**src/rtl/riscv_pkg.sv**
```systemverilog
// ---------------------------------------------------------------------------
// riscv_pkg
// Shared definitions for the fetch/decode front-end: RV32 base opcodes, the
// fetch sequencer state encoding, the canonical NOP word, and a helper that
// tells whether an opcode writes the destination register.
// ---------------------------------------------------------------------------
package riscv_pkg;

    // RV32I base opcodes (instr[6:0])
    localparam logic [6:0] OP_LUI    = 7'b0110111;
    localparam logic [6:0] OP_AUIPC  = 7'b0010111;
    localparam logic [6:0] OP_JAL    = 7'b1101111;
    localparam logic [6:0] OP_JALR   = 7'b1100111;
    localparam logic [6:0] OP_BRANCH = 7'b1100011;
    localparam logic [6:0] OP_LOAD   = 7'b0000011;
    localparam logic [6:0] OP_STORE  = 7'b0100011;
    localparam logic [6:0] OP_IMM    = 7'b0010011;
    localparam logic [6:0] OP_OP     = 7'b0110011;

    // Fetch sequencer states
    localparam logic [1:0] ST_IDLE    = 2'd0;
    localparam logic [1:0] ST_FETCH   = 2'd1;
    localparam logic [1:0] ST_SKID    = 2'd2;
    localparam logic [1:0] ST_DISCARD = 2'd3;

    // addi x0, x0, 0
    localparam logic [31:0] NOP = 32'h0000_0013;

    // True for the opcodes whose result lands in rd.
    function automatic logic writes_rd(input logic [6:0] opcode);
        case (opcode)
            OP_LUI, OP_AUIPC, OP_JAL, OP_JALR,
            OP_LOAD, OP_IMM, OP_OP: return 1'b1;
            default:                return 1'b0;
        endcase
    endfunction

endpackage

```
**src/rtl/imm_gen.sv**
```systemverilog
// ---------------------------------------------------------------------------
// imm_gen
// Purely combinational immediate extractor. Selects the I/S/B/U/J format from
// the opcode and produces the sign-extended 32-bit immediate; opcodes without
// an immediate give 0.
// Ports:
//   instr  in   32  instruction word
//   imm    out  32  sign-extended immediate
// ---------------------------------------------------------------------------
module imm_gen
    import riscv_pkg::*;
(
    input  logic [31:0] instr,
    output logic [31:0] imm
);

    always_comb begin
        // NOTE: assigning a default first means every path drives imm, so no latch is inferred.
        imm = '0;
        case (instr[6:0])
            OP_LOAD, OP_IMM, OP_JALR:
                imm = {{20{instr[31]}}, instr[31:20]};
            OP_STORE:
                imm = {{20{instr[31]}}, instr[31:25], instr[11:7]};
            OP_BRANCH:
                imm = {{19{instr[31]}}, instr[31], instr[7], instr[30:25], instr[11:8], 1'b0};
            OP_LUI, OP_AUIPC:
                imm = {instr[31:12], 12'b0};
            OP_JAL:
                imm = {{11{instr[31]}}, instr[31], instr[19:12], instr[20], instr[30:21], 1'b0};
            default:
                imm = '0;
        endcase
    end

endmodule

```
**src/rtl/fetch_decode_stage.sv**
```systemverilog
// ---------------------------------------------------------------------------
// fetch_decode_stage
// Instruction fetch sequencer plus decode register feeding the register file.
// Issues request/acknowledge fetches to instruction memory, captures each
// returned word into an output register, and decodes register addresses,
// write enable and immediate from it. A one-entry skid holds a word that
// arrives while the output is stalled; a redirect squashes in-flight work and
// restarts fetching at the new target.
// Ports:
//   clk, rst_n            clock, async active-low reset
//   imemReq/imemAddr      fetch request and address (out)
//   imemAck/imemData      one-cycle acknowledge with instruction word (in)
//   stall                 downstream cannot consume the output this cycle
//   redirect/redirectPc   one-cycle restart request and target
//   valid/pcOut/instrOut  output register
//   readReg1/readReg2/writeReg/regWrite/imm  decode of instrOut
// ---------------------------------------------------------------------------
module fetch_decode_stage
    import riscv_pkg::*;
#(
    parameter logic [31:0] RESET_PC = 32'h0000_0000,
    parameter int          XLEN     = 32
) (
    input  logic            clk,
    input  logic            rst_n,
    output logic            imemReq,
    output logic [XLEN-1:0] imemAddr,
    input  logic            imemAck,
    input  logic [XLEN-1:0] imemData,
    input  logic            stall,
    input  logic            redirect,
    input  logic [XLEN-1:0] redirectPc,
    output logic            valid,
    output logic [XLEN-1:0] pcOut,
    output logic [XLEN-1:0] instrOut,
    output logic [4:0]      readReg1,
    output logic [4:0]      readReg2,
    output logic [4:0]      writeReg,
    output logic            regWrite,
    output logic [XLEN-1:0] imm
);

    logic [1:0]      state;
    logic [XLEN-1:0] fetch_pc;     // next address to fetch (redirect target while discarding)
    logic [XLEN-1:0] discard_pc;   // address of the abandoned request, held until its ack
    logic [XLEN-1:0] skid_instr;
    logic [XLEN-1:0] skid_pc;
    logic            slot_free;

    assign slot_free = !valid || !stall;

    // An issued request cannot be withdrawn, so DISCARD keeps presenting the
    // old address until memory acknowledges it.
    assign imemReq  = (state == ST_FETCH) || (state == ST_DISCARD);
    assign imemAddr = (state == ST_DISCARD) ? discard_pc : fetch_pc;

    always_ff @(posedge clk or negedge rst_n) begin
        if (!rst_n) begin
            // NOTE: the skid is only a handful of flops, so it is reset along with the rest of the state.
            state      <= ST_IDLE;
            valid      <= 1'b0;
            pcOut      <= '0;
            instrOut   <= '0;
            skid_instr <= '0;
            skid_pc    <= '0;
            fetch_pc   <= RESET_PC;
            discard_pc <= RESET_PC;
        end else if (redirect) begin
            // NOTE: non-blocking assignments so every branch reads pre-edge state.
            valid    <= 1'b0;
            fetch_pc <= redirectPc & ~32'h3;
            if (state == ST_FETCH && !imemAck) begin
                state      <= ST_DISCARD;
                discard_pc <= fetch_pc;
            end else if (state == ST_DISCARD && !imemAck) begin
                state <= ST_DISCARD;
            end else begin
                state <= ST_FETCH;
            end
        end else begin
            // Consumed output empties unless a new word is loaded below.
            if (valid && !stall) begin
                valid <= 1'b0;
            end
            case (state)
                ST_IDLE: state <= ST_FETCH;
                ST_FETCH: begin
                    if (imemAck) begin
                        fetch_pc <= fetch_pc + 32'd4;
                        if (slot_free) begin
                            pcOut    <= fetch_pc;
                            instrOut <= imemData;
                            valid    <= 1'b1;
                        end else begin
                            skid_pc    <= fetch_pc;
                            skid_instr <= imemData;
                            state      <= ST_SKID;
                        end
                    end
                end
                ST_SKID: begin
                    if (slot_free) begin
                        pcOut    <= skid_pc;
                        instrOut <= skid_instr;
                        valid    <= 1'b1;
                        state    <= ST_FETCH;
                    end
                end
                ST_DISCARD: begin
                    if (imemAck) begin
                        state <= ST_FETCH;
                    end
                end
                default: state <= ST_IDLE;
            endcase
        end
    end

    // Decode of the output register
    assign readReg1 = instrOut[19:15];
    assign readReg2 = instrOut[24:20];
    assign writeReg = instrOut[11:7];
    assign regWrite = valid && (instrOut[11:7] != 5'd0) && writes_rd(instrOut[6:0]);

    imm_gen u_imm_gen (
        .instr (instrOut),
        .imm   (imm)
    );

endmodule

```
**config.mk**
```make
export PLATFORM = sky130hd
export DESIGN_NAME = fetch_decode_stage
export DESIGN_NICKNAME = d
export VERILOG_FILES = /design/src/rtl/riscv_pkg.sv /design/src/rtl/imm_gen.sv /design/src/rtl/fetch_decode_stage.sv
export SDC_FILE = /design/constraint.sdc
export NUM_CORES = 1
export LEC_CHECK = 0
export BUFFER_PORTS_ARGS = -buffer_cell sky130_fd_sc_hd__buf_2
export CORE_ASPECT_RATIO = 0.9
export CORE_MARGIN = 5
export CORE_UTILIZATION = 49
export DETAILED_ROUTE_END_ITERATION = 8
export MAX_ROUTING_LAYER = met4
export PLACE_DENSITY = 0.71
export SYNTH_ARGS = -nofsm -noshare
export SYNTH_HDL_FRONTEND = slang
export SYNTH_SLANG_ARGS = --single-unit
```
**constraint.sdc**
```tcl
create_clock -name clk -period 2.3 [get_ports clk]
set_input_delay 0.345 -clock clk [delete_from_list [all_inputs] [get_ports clk]]
set_output_delay 0.345 -clock clk [all_outputs]
set_load 0.1 [all_outputs]
```
==> Word level (Yosys, flattened, before mapping) <==
Index checks and enable logic that the tools add are counted.
{ "word_totals": {"inputBits": 69, "wordCells": 80, "reg_bits": 195} }
{ "op_classes": {"n_mux": 27, "eq_ne": 19, "reduce_logical": 23, "n_bitwise": 2, "add_sub_neg": 1} }
{ "ops": {"columns": ["op", "count"], "rows": [
  ["$mux 32", 10],
  ["$pmux 32 s5", 1],
  ["$pmux 32 s2", 2],
  ["$add 32x3->32 const B", 1],
  ["$eq 7x6->1 const B", 3],
  ["$eq 7x7->1 const B", 3],
  ["$eq 7x5->1 const B", 2],
  ["$mux 2", 7],
  ["$ne 3x3->1 const B", 4],
  ["$pmux 2 s4", 1],
  ["$reduce_and 4->1", 2],
  ["$eq 7x2->1 const B", 1],
  ["$reduce_or 7->1", 1],
  ["$ne 2x2->1 const B", 3],
  ["$reduce_bool 2->1", 3],
  ["$logic_and 1x1->1", 5],
  ["$mux 1", 5],
  ["$reduce_and 5->1", 1],
  ["$reduce_bool 5->1", 1],
  ["$eq 2x2->1 const B", 2],
  ["$reduce_and 2->1", 2],
  ["$logic_not 1->1", 3],
  ["$reduce_or 3->1", 1],
  ["$eq 2x1->1 const B", 1],
  ["5 further kinds", 7]
]} }

==> Longest topological paths before layout <==
{ "logic_depth": {"ltp_word": 7, "ltp_mapped": 8, "mapped_depth_nobuf": 6} }

==> Hierarchy <==
A second synthesis with hierarchy kept.
{ "hier_totals": {"cells_unflattened": 802, "area_unflattened_um2": 9574.2} }
{ "by_module_without_submodules": {"columns": ["module", "area_per_inst_um2", "instances", "cells_per_inst"], "rows": [
  ["fetch_decode_stage", 9027.4, 1, 723],
  ["imm_gen", 546.8, 1, 79]
]} }

==> Worst setup path after synthesis <==
Ideal clock, no wire load.
{ "synth_path": {"path_type": "reg2out", "startpoint": "register instrOut[0]", "endpoint": "output imm[12]", "n_path_buf": 0, "slack_ps": -2186, "t_arrival_ps": 4141, "stages_incl_launch_ff": 5, "path_cell_list": "dfrtp_1 > nand3_1 > nor4b_1 > a21oi_1 > o21ai_0"} }
{ "synth_between": {"elab_chain_cells": 3} }
{ "synth_rtl": {"columns": ["element", "line_no", "source"], "rows": [
  ["start: declaration", "fetch_decode_stage.sv:35", "output logic [XLEN-1:0] instrOut,"],
  ["start signal: assignment", "fetch_decode_stage.sv:92", "instrOut <= imemData;"],
  ["start signal: assignment", "fetch_decode_stage.sv:104", "instrOut <= skid_instr;"],
  ["$eq 7x2->1, or another cell as far along", "imm_gen.sv:20", "case (instr[6:0])"],
  ["$reduce_or 3->1 / $reduce_or 2->1 (equally long branches)", "imm_gen.sv:20", null],
  ["$pmux 32 s5 (*)", "imm_gen.sv:20", null],
  ["end: declaration", "fetch_decode_stage.sv:40", "output logic [XLEN-1:0] imm"]
]} }
Mark *: on every way between the ends. The rest lies on a longest branch, timed or not.

==> Worst setup path in the final report <==
{ "layout_path": {"startpoint": "register instrOut[6]", "endpoint": "output imm[13]"} }
The elaborated chain is that of the path after synthesis.

==> summary.log <==
INFO  global_routing grt_max_degree=50
INFO  global_routing first_pass_grt_wire_length=38,900um
INFO  yosys          postSynth.asyncResetShare=100%
INFO  sta            fmaxAchievable=410MHz
INFO  sta            endpoints_failing_hold=0
INFO  yosys          mappedNetlistArea=0.00932mm2
INFO  yosys          postSynthCellCount=776
INFO  sta            finClkSkew=0.00965ns
INFO  sta            finalSetupViolations=33
INFO  critical_path  crit_required=1.96ns
INFO  critical_path  startpoint_type=flop
INFO  drt            drt_wl_total=24,100um
INFO  global_routing grt_usage=22.6%
INFO  hold_path      min_path_type=in -> reg
INFO  drt            number_of_search_and_repair_iterations_in_the_first_detailed_routing_pass=4
INFO  final_layout   num-nets-final=1,065
INFO  floorplanning  coreArea=0.0185mm2
INFO  run            max_cap_viol_count=0
INFO  yosys          netlist-cell-type-count=48
INFO  cts            clock_sinks=187
INFO  yosys          post_synth.cell_area_avg=12.0um2
INFO  floorplanning  die-area=0.0219mm2
INFO  floorplanning  die_h=141um
INFO  drt            drc=0
INFO  floorplanning  initial_core_util=50.3%
INFO  sta            setup_repair_after_global_routing_missed_its_margin=true
INFO  drt            drt-wirelength-per-cell=19.2um
INFO  critical_path  timing.critical_path.arrival=2.09ns
INFO  cts            clk-insertion-delay-late=0.42ns
INFO  final_layout   stdcell_count=1,251
INFO  sta            worst_pin_slew=0.868ns
INFO  floorplanning  top_level_ports=215
INFO  drt            drt-vias-per-instance=5.56
INFO  place          io_buffers=208
INFO  sta            fin_tns_setup=-3.55ns
INFO  yosys          yosys_warnings=0
INFO  critical_path  path_max_fanout=5
INFO  yosys          synth-seq-cells=187
INFO  critical_path  timing.critical_path.to_type=output port
INFO  final_layout   synthToLayoutAreaGrowth=40.1%
INFO  drt            drt_first_iter_violations=364
INFO  drt            dr_total_vias=6,958
INFO  final_layout   fillers=1,308
INFO  cts            htree_levels=4
INFO  sta            final.min_clock_period=2.44ns
INFO  cts            cts-buffers-inserted=17
INFO  cts            clock_tree_from_tritoncts=yes
INFO  final_layout   final_layout_size_suffix_gt1_share=58.2%
INFO  floorplanning  row_count=47
INFO  status         failed_checks=negative setup slack
INFO  yosys          synth-seq-area-share=50.2%
INFO  global_routing grt-ovfl-total=0
INFO  global_routing first_global_vias=7,201
INFO  place          dpl_cells=1,200
INFO  sta            fin_crit_sh=106%
INFO  critical_path  path_class=reg -> out
INFO  floorplanning  die_w=155um
INFO  drt            detail-route-antenna-nets=0
INFO  cts            path_clk_slew=0.07ns
INFO  cts            cts_buffer_depth=2
INFO  sta            postLayoutSetupSlackWorst=-0.137ns
INFO  sta            timing.max_slew.rel_slack=42.1%
INFO  place          hpwlAfterDp=16,200um
INFO  sta            slew_viol_final=0
INFO  place          place.gp.congestion=0.803
INFO  cts            cts_root_buffer=sky130_fd_sc_hd__clkbuf_16
INFO  status         run_status=finished with violations
INFO  global_routing antenna_found_initial=1
INFO  yosys          synth_top_flop_cell=sky130_fd_sc_hd__dfrtp_1
INFO  yosys          count_of_flip_flops_with_a_built_in_enable_after_synthesis=0
INFO  place          place_worst_setup_slack=-0.0770ns
Yosys cell counts, types with 2 or more instances:
master / instances / area [um2]
sky130_fd_sc_hd__or2_2: 5 / 31.3
sky130_fd_sc_hd__a21o_1: 11 / 82.6
sky130_fd_sc_hd__xor2_1: 7 / 61.3
sky130_fd_sc_hd__o21ai_0: 44 / 220
sky130_fd_sc_hd__clkbuf_1: 33 / 124
sky130_fd_sc_hd__inv_1: 18 / 67.6
sky130_fd_sc_hd__or3_1: 3 / 18.8
sky130_fd_sc_hd__nor4_1: 5 / 31.3
sky130_fd_sc_hd__nand3_1: 10 / 50.1
sky130_fd_sc_hd__and3_1: 4 / 25.0
sky130_fd_sc_hd__dfrtp_1: 187 / 4680
sky130_fd_sc_hd__o211ai_1: 3 / 22.5
sky130_fd_sc_hd__nand2b_1: 2 / 12.5
sky130_fd_sc_hd__xnor2_1: 4 / 35.0
sky130_fd_sc_hd__buf_4: 19 / 143
sky130_fd_sc_hd__a31oi_1: 15 / 93.8
sky130_fd_sc_hd__a211o_1: 2 / 17.5
sky130_fd_sc_hd__nand2_1: 41 / 154
sky130_fd_sc_hd__o31ai_1: 14 / 105
sky130_fd_sc_hd__and4_1: 2 / 17.5
sky130_fd_sc_hd__buf_1: 3 / 11.3
sky130_fd_sc_hd__ha_1: 5 / 62.6
sky130_fd_sc_hd__nor3_1: 4 / 20.0
sky130_fd_sc_hd__nand4_1: 14 / 87.6
sky130_fd_sc_hd__nor2_1: 20 / 75.1
sky130_fd_sc_hd__mux2i_1: 21 / 210
sky130_fd_sc_hd__a21oi_1: 6 / 30.0
sky130_fd_sc_hd__a311oi_1: 2 / 17.5
sky130_fd_sc_hd__mux2_2: 212 / 2390
sky130_fd_sc_hd__a22o_1: 4 / 35.0
sky130_fd_sc_hd__and2_1: 9 / 56.3
sky130_fd_sc_hd__or4_1: 15 / 113
sky130_fd_sc_hd__buf_2: 17 / 85.1
layout make-up:
cell class | instances | area [um2] | area share (%)
Antenna cell | 2 | 5.00 | 0.0384
Clock buffer | 19 | 443 | 3.39
Clock inverter | 13 | 158 | 1.21
Inverter | 18 | 71.3 | 0.547
Multi-Input combinational cell | 501 | 4690 | 35.9
Sequential cell | 187 | 4710 | 36.1
Tap cell | 245 | 307 | 2.35
Timing Repair Buffer | 266 | 2670 | 20.4
layer usage:
layer	global-route usage, %	share of wire, %
met1	30.5	44
met5	-	0
met3	3.74	4.9
met4	5.90	1.5
met2	35.7	50
path summary, 6_finish.rpt:
kind	from	endpoint	slack [ns]	cells past startpoint
max in group asynchronous	rst_n	instrOut[19]	1.13	3
setup reg to reg	state[1]	fetch_pc[31]	0.07	6
min in group asynchronous	rst_n	discard_pc[11]	0.40	2
hold / removal	redirectPc[12]	fetch_pc[12]	0.13	3
hold reg to reg	discard_pc[14]	discard_pc[14]	0.48	2
setup / recovery	instrOut[6]	imm[13]	-0.14	7
worst max-delay path, stage by stage (launching register included):
cell,delay (ns)
sky130_fd_sc_hd__dfrtp_4,0.49
sky130_fd_sc_hd__buf_6,0.13
sky130_fd_sc_hd__buf_8,0.12
sky130_fd_sc_hd__nor4b_4,0.30
sky130_fd_sc_hd__a21oi_4,0.10
sky130_fd_sc_hd__clkbuf_16,0.19
sky130_fd_sc_hd__o21ai_4,0.14
sky130_fd_sc_hd__buf_12,0.19
state kept, by name (all words and copies together), names as in the netlist:
signal,flops
valid,1
skid_instr,32
instrOut,32
pcOut,30
skid_pc,30
discard_pc,30
fetch_pc,30
state,2
cells in the final DEF, fill, tap and decap left out, types with 9 or more instances in the layout:
| cell type | netlist | layout |
|---|---|---|
| sky130_fd_sc_hd__o31ai_1 | 14 | 14 |
| sky130_fd_sc_hd__buf_4 | 19 | 36 |
| sky130_fd_sc_hd__nand2_1 | 41 | 40 |
| sky130_fd_sc_hd__a21o_4 | 0 | 11 |
| sky130_fd_sc_hd__mux2i_1 | 21 | 21 |
| sky130_fd_sc_hd__dfrtp_1 | 187 | 178 |
| sky130_fd_sc_hd__buf_2 | 17 | 143 |
| sky130_fd_sc_hd__mux2_2 | 212 | 211 |
| sky130_fd_sc_hd__buf_12 | 0 | 73 |
| sky130_fd_sc_hd__inv_1 | 18 | 17 |
| sky130_fd_sc_hd__a31oi_1 | 15 | 15 |
| sky130_fd_sc_hd__o21ai_0 | 44 | 28 |
| sky130_fd_sc_hd__nand3_1 | 10 | 9 |
| sky130_fd_sc_hd__o21ai_4 | 0 | 9 |
| sky130_fd_sc_hd__clkbuf_16 | 0 | 20 |
| sky130_fd_sc_hd__nand4_1 | 14 | 14 |
| sky130_fd_sc_hd__nor2_1 | 20 | 19 |
| sky130_fd_sc_hd__or4_1 | 15 | 15 |
repair_timing:
action                     CTS  global route
hold endpoints to repair    44             0
setup buffers                8             6
setup endpoints to repair   51            82
hold buffers                 1             0
cloned                       1             2
pin swaps                    9             7
gates resized for setup     36            14
logic make-up after synthesis:
family                     synth area share, %
muxes                                     27.9
other                                   0.0403
buffers and inverters                     4.67
adders and majority gates                0.672
xor gates and xnor gates                  1.03
AOI/OAI and AO/OA                         7.45
and+or+nand+nor                           8.01
DFF                                       50.2
stage by stage:
step	area (um2)	util, %	hold slack, ns
after floorplan	9590	-	0.0494
after global placement	12000	64.6	0.318
after detailed placement	12000	64.6	0.319
after CTS	12900	69.4	0.118
after global routing	13000	70.4	0.138
final	13000	70.4	0.135
Power is not shown: default switching activity piles up to over one toggle a cycle in this logic, so the estimate is an artifact.
